--- config.mk ---
export PLATFORM = sky130hd
export DESIGN_NAME = imem_loader_flat
export DESIGN_NICKNAME = d
export VERILOG_FILES = /design/src/rtl/imem_loader_pkg.sv /design/src/rtl/imem_loader_if.sv /design/src/rtl/imem_loader.sv /design/src/flat_wrapper.sv
export SDC_FILE = /design/constraint.sdc
export NUM_CORES = 1
export LEC_CHECK = 0
export BUFFER_PORTS_ARGS = -buffer_cell sky130_fd_sc_hd__clkbuf_2
export CORE_ASPECT_RATIO = 1.1
export CORE_MARGIN = 5
export CORE_UTILIZATION = 51
export DETAILED_ROUTE_END_ITERATION = 16
export GPL_ROUTABILITY_DRIVEN = 0
export PLACE_DENSITY = 0.76
export SYNTH_ARGS = -nofsm -noshare
export SYNTH_HDL_FRONTEND = slang
export SYNTH_SLANG_ARGS = --single-unit
--- constraint.sdc ---
create_clock -name clk -period 2.2 [get_ports clk]
set_clock_uncertainty 0.05 [all_clocks]
set_input_delay 0.33 -clock clk [delete_from_list [all_inputs] [get_ports clk]]
set_output_delay 0.33 -clock clk [all_outputs]
set_load 0.01 [all_outputs]
--- src/rtl/imem_loader_pkg.sv ---
// Shared types and widths for the boot-time instruction-memory loader.
package imem_loader_pkg;

  localparam int unsigned IMEM_ADDR_W    = 10;
  localparam int unsigned WORD_W         = 32;
  localparam int unsigned BYTE_W         = 8;
  localparam int unsigned BYTES_PER_WORD = 4;
  localparam int unsigned LANE_W         = 2;
  localparam int unsigned CNT_W          = 16;
  localparam int unsigned CSUM_W         = 8;

  typedef enum logic [2:0] {
    ST_HDR0,
    ST_HDR1,
    ST_DATA,
    ST_CSUM,
    ST_DONE,
    ST_ERR
  } state_e;

endpackage

--- src/rtl/imem_loader_if.sv ---
// Byte-stream valid/ready channel feeding the loader.
interface imem_loader_if;
  import imem_loader_pkg::*;

  logic              in_valid;
  logic [BYTE_W-1:0] in_data;
  logic              in_ready;

  modport master (output in_valid, output in_data, input in_ready);
  modport slave  (input in_valid, input in_data, output in_ready);

endinterface

--- src/rtl/imem_loader.sv ---
// Parses header/data/checksum byte stream, writes little-endian words into
// instruction memory and releases the core only after a good checksum.
module imem_loader
  import imem_loader_pkg::*;
#(
  parameter int unsigned ADDR_W = IMEM_ADDR_W
) (
  input  logic              clk,
  input  logic              RESET,
  imem_loader_if.slave      in_if,
  output logic              im_we,
  output logic [ADDR_W-1:0] im_addr,
  output logic [WORD_W-1:0] im_wdata,
  output logic              core_reset,
  output logic              done,
  output logic              error,
  output logic [CNT_W-1:0]  words_loaded
);

  localparam int unsigned MAX_WORDS = 1 << ADDR_W;
  localparam int unsigned SHIFT_W   = WORD_W - BYTE_W;

  state_e              state_q, state_d;
  logic [CNT_W-1:0]    cnt_q, cnt_d;
  logic [LANE_W-1:0]   lane_q, lane_d;
  logic [SHIFT_W-1:0]  shift_q, shift_d;
  logic [CSUM_W-1:0]   xor_q, xor_d;
  logic                im_we_q, im_we_d;
  logic [ADDR_W-1:0]   im_addr_q, im_addr_d;
  logic [WORD_W-1:0]   im_wdata_q, im_wdata_d;
  logic [CNT_W-1:0]    wl_q, wl_d;
  logic                core_reset_q, core_reset_d;
  logic                done_q, done_d;
  logic                error_q, error_d;

  logic                ready_c;
  logic                accept_c;
  logic [CNT_W-1:0]    hdr_cnt_c;

  // Stream is accepted in every non-terminal state.
  assign ready_c   = (state_q == ST_HDR0) || (state_q == ST_HDR1) ||
                     (state_q == ST_DATA) || (state_q == ST_CSUM);
  assign accept_c  = in_if.in_valid && ready_c;
  assign hdr_cnt_c = {in_if.in_data, cnt_q[BYTE_W-1:0]};

  // Next-state: header parse, word assembly, running XOR and checksum decision.
  always_comb begin
    state_d    = state_q;
    cnt_d      = cnt_q;
    lane_d     = lane_q;
    shift_d    = shift_q;
    xor_d      = xor_q;
    im_we_d    = 1'b0;
    im_addr_d  = im_addr_q;
    im_wdata_d = im_wdata_q;
    wl_d       = wl_q;

    if (accept_c) begin
      case (state_q)
        ST_HDR0: begin
          cnt_d   = CNT_W'(in_if.in_data);
          state_d = ST_HDR1;
        end
        ST_HDR1: begin
          cnt_d = hdr_cnt_c;
          if (32'(hdr_cnt_c) > MAX_WORDS) begin
            state_d = ST_ERR;
          end else if (hdr_cnt_c == '0) begin
            state_d = ST_CSUM;
          end else begin
            state_d = ST_DATA;
          end
        end
        ST_DATA: begin
          xor_d   = xor_q ^ in_if.in_data;
          lane_d  = lane_q + LANE_W'(1);
          shift_d = {in_if.in_data, shift_q[SHIFT_W-1:BYTE_W]};
          // Last lane: first byte already sits in bits 7:0 of the shifter.
          if (lane_q == LANE_W'(BYTES_PER_WORD - 1)) begin
            im_we_d    = 1'b1;
            im_addr_d  = ADDR_W'(wl_q);
            im_wdata_d = {in_if.in_data, shift_q};
            wl_d       = wl_q + CNT_W'(1);
            if ((wl_q + CNT_W'(1)) == cnt_q) begin
              state_d = ST_CSUM;
            end
          end
        end
        ST_CSUM: begin
          state_d = (in_if.in_data == xor_q) ? ST_DONE : ST_ERR;
        end
        default: begin
        end
      endcase
    end

    core_reset_d = (state_d != ST_DONE);
    done_d       = (state_d == ST_DONE);
    error_d      = (state_d == ST_ERR);
  end

  // State and output registers with synchronous reset.
  always_ff @(posedge clk) begin
    if (RESET) begin
      state_q      <= ST_HDR0;
      cnt_q        <= '0;
      lane_q       <= '0;
      shift_q      <= '0;
      xor_q        <= '0;
      im_we_q      <= 1'b0;
      im_addr_q    <= '0;
      im_wdata_q   <= '0;
      wl_q         <= '0;
      core_reset_q <= 1'b1;
      done_q       <= 1'b0;
      error_q      <= 1'b0;
    end else begin
      state_q      <= state_d;
      cnt_q        <= cnt_d;
      lane_q       <= lane_d;
      shift_q      <= shift_d;
      xor_q        <= xor_d;
      im_we_q      <= im_we_d;
      im_addr_q    <= im_addr_d;
      im_wdata_q   <= im_wdata_d;
      wl_q         <= wl_d;
      core_reset_q <= core_reset_d;
      done_q       <= done_d;
      error_q      <= error_d;
    end
  end

  assign in_if.in_ready = ready_c;
  assign im_we          = im_we_q;
  assign im_addr        = im_addr_q;
  assign im_wdata       = im_wdata_q;
  assign core_reset     = core_reset_q;
  assign done           = done_q;
  assign error          = error_q;
  assign words_loaded   = wl_q;

endmodule

--- src/flat_wrapper.sv ---
// flat-port wrapper written by rule: the top's interface ports become plain ports
module imem_loader_flat import imem_loader_pkg::*;
#(
  parameter int unsigned ADDR_W = IMEM_ADDR_W
)
  (clk, RESET, im_we, im_addr, im_wdata, core_reset, done, error, words_loaded, in_if_in_valid, in_if_in_data, in_if_in_ready);
  imem_loader_if in_if_i ();
  input  logic clk;
  input  logic RESET;
  output logic im_we;
  output logic [ADDR_W-1:0] im_addr;
  output logic [WORD_W-1:0] im_wdata;
  output logic core_reset;
  output logic done;
  output logic error;
  output logic [CNT_W-1:0] words_loaded;
  input wire logic [$bits(in_if_i.in_valid)-1:0] in_if_in_valid;
  input wire logic [$bits(in_if_i.in_data)-1:0] in_if_in_data;
  output wire logic [$bits(in_if_i.in_ready)-1:0] in_if_in_ready;
  assign in_if_i.in_valid = in_if_in_valid;
  assign in_if_i.in_data = in_if_in_data;
  assign in_if_in_ready = in_if_i.in_ready;
  imem_loader #(.ADDR_W(ADDR_W)) u_core (.clk(clk), .RESET(RESET), .in_if(in_if_i), .im_we(im_we), .im_addr(im_addr), .im_wdata(im_wdata), .core_reset(core_reset), .done(done), .error(error), .words_loaded(words_loaded));
endmodule
Word-level counts from Yosys, hierarchy flattened
Index checks and enable logic that the tools add are counted.

Register bits: 115. Input bits: 11. Output and inout bits: 63. Word-level logic and storage cells: 50.

Add/sub/neg operators: 2. $lt $le $gt $ge: 1. Equal/unequal tests: 9. Muxes and demuxes: 9. Bitwise gates (word level): 4. Reductions and logical operators: 12.

Operators by type and width (count): 16-bit case mux with 2 select lines (1); 16-bit by 1-bit adder with 16-bit output (second input constant) (1); 16-bit equality test (1); 16-bit by 11-bit greater-than comparator with 1-bit output (second input constant) (1); 16-bit logical NOT (1); 3-bit 2-to-1 mux (4); 3-bit case mux with 4 select lines (1); 8-bit equality test (1); 8-bit XOR (1); 3-bit by 2-bit equality test with 1-bit output (second input constant) (2); 3-bit equality test (second input constant) (2); 3-bit AND reduction (2); 2-bit AND reduction (2); 3-bit by 1-bit equality test with 1-bit output (second input constant) (1); 3-bit logical NOT (1); 1-bit logical OR (3); 1-bit 2-to-1 mux (3); 3-bit inequality test (second input constant) (1); 1-bit inverter (3); 3-bit OR reduction (1); 2-bit by 1-bit adder with 2-bit output (second input constant) (1); 2-bit equality test (second input constant) (1); 2-bit nonzero test (1); 1-bit logical AND (1).

Depth between registers and ports, before layout
Gate-level depths: netlist of the first run.

Depth in word-level cells: 7. Gate-level depth with buffers: 8. Gate-level depth less buffers: 8.

Least setup slack after synthesis of the first run
OpenSTA, ideal clock, no wires.

Kind: flip-flop to flip-flop. Start: reg u_core.wl_q[0], in the netlist u_core.words_loaded[0]. End: reg u_core.error_q, in the netlist u_core.error. Arrival: 2204 ps. Data required time: 2086 ps. Slack: -119 ps. Stages on the path, launching flop included: 9. Buffers on the path: 0. Clock period less this slack: 2319 ps. Path through: dfxtp_1 > ha_1 > nand3_2 > or3_1 > o21a_1 > nor3b_1 > o21ai_0 > o41a_1 > nor2_1.

Cells in the longest elaborated chain, start to end: 7.

RTL lines: from (decl) (RTL line imem_loader.sv:31) `logic [CNT_W-1:0] wl_q, wl_d;`; from (signal assigned) (RTL line imem_loader.sv:126) `wl_q <= wl_d;`; 16-bit by 1-bit adder with 16-bit output (RTL line imem_loader.sv:84) `if ((wl_q + CNT_W'(1)) == cnt_q) begin`; 16-bit equality test (RTL line imem_loader.sv:84); 3-bit 2-to-1 mux (RTL line imem_loader.sv:84); 3-bit 2-to-1 mux (RTL line imem_loader.sv:79) `if (lane_q == LANE_W'(BYTES_PER_WORD - 1)) begin`; 3-bit case mux with 4 select lines (RTL line imem_loader.sv:59) `case (state_q)`; 3-bit 2-to-1 mux (RTL line imem_loader.sv:58) `if (accept_c) begin`; 3-bit equality test (RTL line imem_loader.sv:99) `error_d = (state_d == ST_ERR);`; to (signal assigned) (RTL line imem_loader.sv:129) `error_q <= error_d;`; to (decl) (RTL line imem_loader.sv:34) `logic error_q, error_d;`.

Every way passes these cells. A chain may end at the register's enable or synchronous reset.

Worst setup path after layout of the first run
Start: reg u_core.wl_q[7], in the netlist u_core.words_loaded[7]. End: reg u_core.state_q[0].

Cells in the longest elaborated chain, start to end: 6.

RTL lines: 16-bit by 1-bit adder with 16-bit output (RTL line imem_loader.sv:84); 16-bit equality test (RTL line imem_loader.sv:84); 3-bit 2-to-1 mux (RTL line imem_loader.sv:84); 3-bit 2-to-1 mux (RTL line imem_loader.sv:79); 3-bit case mux with 4 select lines (RTL line imem_loader.sv:59); 3-bit 2-to-1 mux (RTL line imem_loader.sv:58); to (signal assigned) (RTL line imem_loader.sv:118) `state_q <= state_d;`; to (decl) (RTL line imem_loader.sv:23) `state_e state_q, state_d;`.

Every way passes these cells.

==> results of run 1 <==
cells in the mapped netlist (2+ instances only):
library cell and instances:
nand3_1 17, nor4_1 8, mux2i_1 2, xnor2_1 20, clkbuf_1 27, or3_1 3, nand3_4 2, nor3_1 4
buf_2 5, nand2_1 179, xor2_1 28, nor2_1 38, and3_1 2, buf_4 2, buf_1 4, or2_2 2
dfxtp_1 115, a31oi_1 2, nand4_1 5, nor3b_1 2, o21ai_0 7, a21oi_1 91, nand2b_1 2, ha_1 2
nand3b_1 2, inv_1 7, o31ai_1 2
final cells by class:
type                    count  area (um2)
flip-flops and latches    115        2310
clock buffers              20         445
clock inverters            12         179
well taps                 117         146
fillers                   798        3240
inverters                   7        26.3
multi-input cells         439        2340
repair buffers             98         572
cell families (layout without fill, tap and decap cells):
group           Yosys count  count (layout)
simple gates            277             277
fa+ha+maj                 2               2
xor+xnor                 48              48
compound gates          110             110
flops                   115             115
buf+inv                  46             137
mux                       2               2
power by group through the flow:
stage / Combinational [uW] / Sequential [uW] / Clock, uW
3_3_place_gp: 176 / 2170 / 0
3_5_place_dp: 181 / 2170 / 0
2_1_floorplan: 120 / 2160 / 0
4_1_cts: 184 / 2130 / 2910
6_report: 187 / 2130 / 2880
5_1_grt: 205 / 2130 / 3030
flip-flops by register name (all words and copies together), names as in the netlist:
name,flops
u_core.cnt_q,16
u_core.core_reset,1
u_core.done,1
u_core.error,1
u_core.im_addr,10
u_core.im_wdata,32
u_core.im_we,1
u_core.lane_q,2
u_core.shift_q,24
u_core.state_q,3
u_core.words_loaded,16
u_core.xor_q,8
per-layer routing:
metal | part of all wire [%] | wire, um
met5 | 0 | 0
met4 | 2.5 | 314
met3 | 5.5 | 688
met2 | 49 | 6150
met1 | 43 | 5390
through the flow:
step           utilization (%)  hold WS [ps]  total power (uW)  worst slack [ps]
6_report                  65.0          99.3              5190              79.1
3_5_place_dp              57.2           397              2350              57.5
2_1_floorplan                -           382              2280              1.23
3_3_place_gp              57.2           392              2340              97.9
4_1_cts                   64.0          75.0              5220              7.98
5_1_grt                   65.0           105              5360             -27.8
critical path, cell delays in order (launching register included):
cell and delay, ps:
dfxtp_1 340, and4_4 300, nand3_4 110, or4_4 430, a211oi_2 250, nor3_1 90, o41a_1 390, nor2_1 110
worst max-delay path by stage:
stage / end / cells after the start
floorplan: u_core.error$_SDFF_PP0_ / 8
global placement: u_core.error$_SDFF_PP0_ / 8
detailed placement: u_core.error$_SDFF_PP0_ / 8
CTS: u_core.error$_SDFF_PP0_ / 8
global route: u_core.state_q[0]$_SDFF_PP0_ / 7
finish: u_core.state_q[0]$_SDFF_PP0_ / 7
what timing repair did:
action	CTS	global route
setup endpoints to repair	2	4
pin swaps	0	6
gates resized for setup	1	15
setup buffers	0	4
==> results by group, run 1 <==
Synth
  – Post-synthesis mux area share: 0.419%
  – Most used DFF post-synth: dfxtp_1
  – Post-Synth Simple-Gate Area: 25.5%
  – Top cells by area, synth: dfxtp_1 48%, nand2_1 14%, a21oi_1 9.5%, xor2_1 5.1%, xnor2_1 3.7%
  – Area share of the largest cell type after synthesis: 48.2%
  – Sequential share of the synthesized area: 48.2%
  – Largest area contributor in the netlist: dfxtp_1
  – Mapped Area: 4770 um2
  – Number of synthesized register bits: 115
  – Syn Area/Cell: 7.96 um2
  – Synth Area in XOR/XNOR: 8.81%
  – Synth Area in Compound Gates: about an eighth
  – Post-synthesis cell count: 600
  – Post-synth EDFFs: 0
  – Post-Synth Adder-Cell Area: less than 1%
  – Synth Warn #: 0
  – Synthesized Nets: 613
  – Fraction of registers with async set/reset: 0%
  – Largest family of logic cells by synthesized area: simple AND/OR/NAND/NOR gates
  – Post-synth cell types: 47

Route
  – Initial drt markers: 285
  – Via-to-Cell Ratio: approximately 5.4
  – Routed vias: roughly 4400
  – DRT antenna net count: 0
  – WL/cell: around 16 um
  – Drt first pass iters: 5
  – Final wirelength: 12500 um
  – DRC: 0

Timing
  – Final period utilization: 96.4%
  – Worst-Margin Slew: 513 ps
  – Relative slew slack: 65.6%
  – Final Hold Viols: 0
  – Setup total negative slack: 0 ps
  – Fmax: 472 MHz
  – Fin crit period: between 2000 and 2500 ps
  – Slew Viols, Final: 0
  – Final setup viols: 0

Cells and area
  – Commonest non-fill, non-tap cell in the layout: nand2_1
  – Commonest non-fill, non-tap cells in the layout: 179 x nand2_1, 107 x dfxtp_1, 91 x a21oi_1
  – Area delta synth->final: 26.0%
  – N_diodes: 0
  – Design area: 6020 um2
  – Finished Layout Cells: 808
  – Final nets: 691
  – Share of layout cells above drive strength 1: 22.7%

Critical path
  – Crit path kind: reg2reg
  – Crit path max fanout: 6
  – Reg2Reg Setup Slack: 80 ps
  – Crit path launch: u_core.words_loaded[7]$_SDFFE_PP0P_
  – Worst R2R End: u_core.state_q[0]$_SDFF_PP0_
  – Reg-to-Reg Start: u_core.words_loaded[7]$_SDFFE_PP0P_
  – CP endpoint kind: flip-flop
  – Register-to-Register Path Depth: 7
  – CP arrival: 2530 ps
  – Startpoint types: flip-flop
  – Data required time of the critical path: 2610 ps

Pwr
  – Comb power frac: 3.6%
  – Clock share of power: 55.4%
  – Seq pwr share: 41.0%
  – Static Leak: between 0.002 and 0.0025 uW
  – Int Power: 4070 uW
  – Switching Share: approximately 22%
  – Peak supply drop: 0.490 mV
  – P_sw: 1120 uW
  – Power Dens Cells: 863 nW/um2

Place
  – Placed inst area: 5300 um2
  – HPWL Detailed: 8050 um
  – Port buffer count: 73
  – Cells after DPL: between 700 and 800

Global route
  – Gr usage total: 22.3%
  – GRT busiest layer: met2
  – Pin count of the biggest net entering global routing: 51
  – Global-route met1 utilization: 27.5%
  – Met2 Resource Use GR: 36.5%
  – Global-route wire length before repair: 20200 um
  – Number of global-route vias before repair: 4277
  – GRT overflow: 0
  – M3 GR Usage: 6.20%
  – Initial antenna violation count: 0

Clock tree
  – H-tree levels: 4
  – Clk slew on worst S/H paths: 60 ps
  – CTS tree: built
  – Clk root buf: clkbuf_8
  – Clock latency on the worst-skew pair: between 500 and 600 ps
  – Clock sink count: 115
  – Maximum root-to-sink buffer count: 2
  – Clock buffer count from CTS: 17
  – CTS Hold Buffers Added: 0

Floorplan
  – Core area: 9260 um2
  – Initial Util: 51.6%
  – Die Wd: 102 um
  – DIE HEIGHT: 111 um
  – Die Footprint: 11400 um2
  – Number of core rows: 37
  – IO Pins: 74

Status
  – Status: finished clean

Worst hold path
  – Hold Path Class: in2reg
  – Hold Path End: u_core.cnt_q[2]$_SDFFE_PP0P_
  – Worst hold stages: 3
  – Hold wc startpoint: in_if_in_data[2]

Flow run
  – Max capacitance violation total: 0
Power figures use the tool's default switching activity.
==> run 2: changes to the inputs <==
CORE_MARGIN = not set   (was 5)
==> run 2 against run 1 <==
Against the previous run:
- cell count down 0.50%
- worst setup slack worse by 11 ps
- worst hold slack worse by 2.4 ps
- power down 7.4%
- clock-buffer cell count down 2
==> results by group, run 2 (synthesis gave the netlist of run 1 again) <==
Status
  – Status: finished clean

Critical path
  – Startpoint types: flip-flop
  – Worst path bufs/invs: 1
  – CP endpoint kind: flip-flop
  – Crit path kind: reg2reg
  – Slowest-stage cell, CP: a2111o_1
  – Data required time of the critical path: 2620 ps
  – CP arrival: 2550 ps
  – CP max stage delay: 410 ps
  – Crit path launch: u_core.words_loaded[4]$_SDFFE_PP0P_
  – Reg-to-Reg Start: u_core.words_loaded[4]$_SDFFE_PP0P_
  – Crit path max fanout: 7
  – Critical Path, Cell by Cell: and4_4 -> buf_4 -> nand3_4 -> nor3_4 -> xnor2_1 -> a2111o_1 -> o41a_1 -> nor2_1
  – Worst path top cell family by delay: compound AO/OA/AOI/OAI gates

Clock tree
  – Clk slew on worst S/H paths: 60 ps
  – Clock latency on the worst-skew pair: 530 ps
  – CTS tree: built
  – Clock sink count: 115
  – Clock buffer count from CTS: 17
  – Maximum root-to-sink buffer count: 2
  – H-tree levels: 4
  – Clk root buf: clkbuf_8
  – CTS Hold Buffers Added: 0

Global route
  – Met2 Resource Use GR: 42.8%
  – GRT busiest layer: met2
  – GRT overflow: 0
  – Initial antenna violation count: 0
  – Gr usage total: 26.0%
  – Global-route met1 utilization: 30.7%
  – M3 GR Usage: 7.75%
  – Number of global-route vias before repair: 4077
  – Pin count of the biggest net entering global routing: 69
  – Global-route wire length before repair: 19100 um

Route
  – Final wirelength: 11700 um
  – Drt first pass iters: 6
  – WL/cell: 14.5 um
  – Via-to-Cell Ratio: roughly 5.4
  – DRC: 0
  – Initial drt markers: 228
  – DRT antenna net count: 0
  – Routed vias: 4312

Place
  – HPWL Detailed: 7880 um
  – Cells after DPL: 770
  – Port buffer count: 73
  – DP Worst Slack: 36.1 ps

Cells and area
  – Finished Layout Cells: 804
  – Post-route core utilization: 65.9%
  – Area delta synth->final: 23.7%
  – Commonest non-fill, non-tap cell in the layout: nand2_1
  – Max reg flops: 32
  – Final nets: 690
  – Share of layout cells above drive strength 1: 21.7%
  – Commonest non-fill, non-tap cells in the layout: 179 x nand2_1, 111 x dfxtp_1, 91 x a21oi_1
  – N_diodes: 0

Flow run
  – Max capacitance violation total: 0

Pwr
  – Power Dens Cells: 814 nW/um2
  – Peak supply drop: ~0.52 mV
  – Static Leak: 0.00226 uW
  – Overall Power: between 4000 and 5000 uW

Timing
  – Worst-Margin Slew: 499 ps
  – Relative slew slack: 66.7%
  – Slew Viols, Final: 0
  – Final setup viols: 0
  – Final worst slack: just under 70 ps
  – Fmax: 469 MHz
  – Final period utilization: ~97%
  – Fin crit period: 2130 ps
  – Final Hold Viols: 0

Floorplan
  – Die Footprint: roughly 9800 um2
  – Core area: 8960 um2
  – DIE HEIGHT: 103 um
  – Die Wd: 94.3 um
  – Number of core rows: 36
  – Initial Util: 53.3%
  – IO Pins: 74

Worst hold path
  – Hold Path Class: in2reg
  – Hold wc startpoint: in_if_in_data[0]
## run 2: changes by cell type in the layout (fill, tap and decap cells not counted), moves of 2 or more
cell        previous run  this run
clkinv_2               2         0
dfxtp_1              107       111
dfxtp_2                8         3
inv_8                  0         2
bufinv_16              4         0
clkinvlp_4             3         5
inv_6                  1         5
## run 2: power by group
group | internal (uW) | switching (uW) | leakage [uW]
Clock | 1440 | 1060 | 0.000255
Sequential | 2100 | 21.8 | 0.000930
Combinational | 63.4 | 120 | 0.00107
Total | 3610 | 1200 | 0.00226
## run 2: cell type report
type,instances,area (um2)
clock buffers,18,428
well taps,114,143
clock inverters,14,121
flip-flops and latches,115,2310
repair buffers,97,561
inverters,7,26.3
multi-input cells,439,2320
fillers,740,3060
## run 2: path summary, 6_finish.rpt
kind | slack (ps) | cells after the start | endpoint
worst max-delay path | 70 | 8 | u_core.error$_SDFF_PP0_
worst min-delay path | 100 | 3 | u_core.im_wdata[24]$_SDFFE_PP0P_
worst max register to register | 70 | 8 | u_core.error$_SDFF_PP0_
worst min register to register | 400 | 2 | u_core.im_wdata[15]$_SDFFE_PP0P_
## run 2: repair_timing
action | in CTS | in global routing
resized for setup | 0 | 9
buffers inserted | 0 | 2
setup endpoints to repair | 0 | 2
## run 2: metrics by stage
stage | hold WS (ps) | setup TNS [ps] | instance area, um2
2_1_floorplan | 382 | 0 | 4780
6_report | 96.9 | 0 | 5900
4_1_cts | 67.1 | 0 | 5850
3_3_place_gp | 391 | 0 | 5300
5_1_grt | 89.8 | -10.7 | 5900
3_5_place_dp | 397 | 0 | 5300
## run 2: worst reg2reg max path: stages, from the launching register on
cell and delay [ps]:
dfxtp_4 360, and4_4 280, buf_4 140, nand3_4 110, nor3_4 180, xnor2_1 110
a2111o_1 410, o41a_1 330, nor2_1 100
## run 2: metal layers
metal | vias to the layer above | share of wire (%)
met5 | - | 0
met2 | 153 | 49
met3 | 31 | 6.3
li1 | 2142 | -
met4 | 0 | 2.8
met1 | 1986 | 42
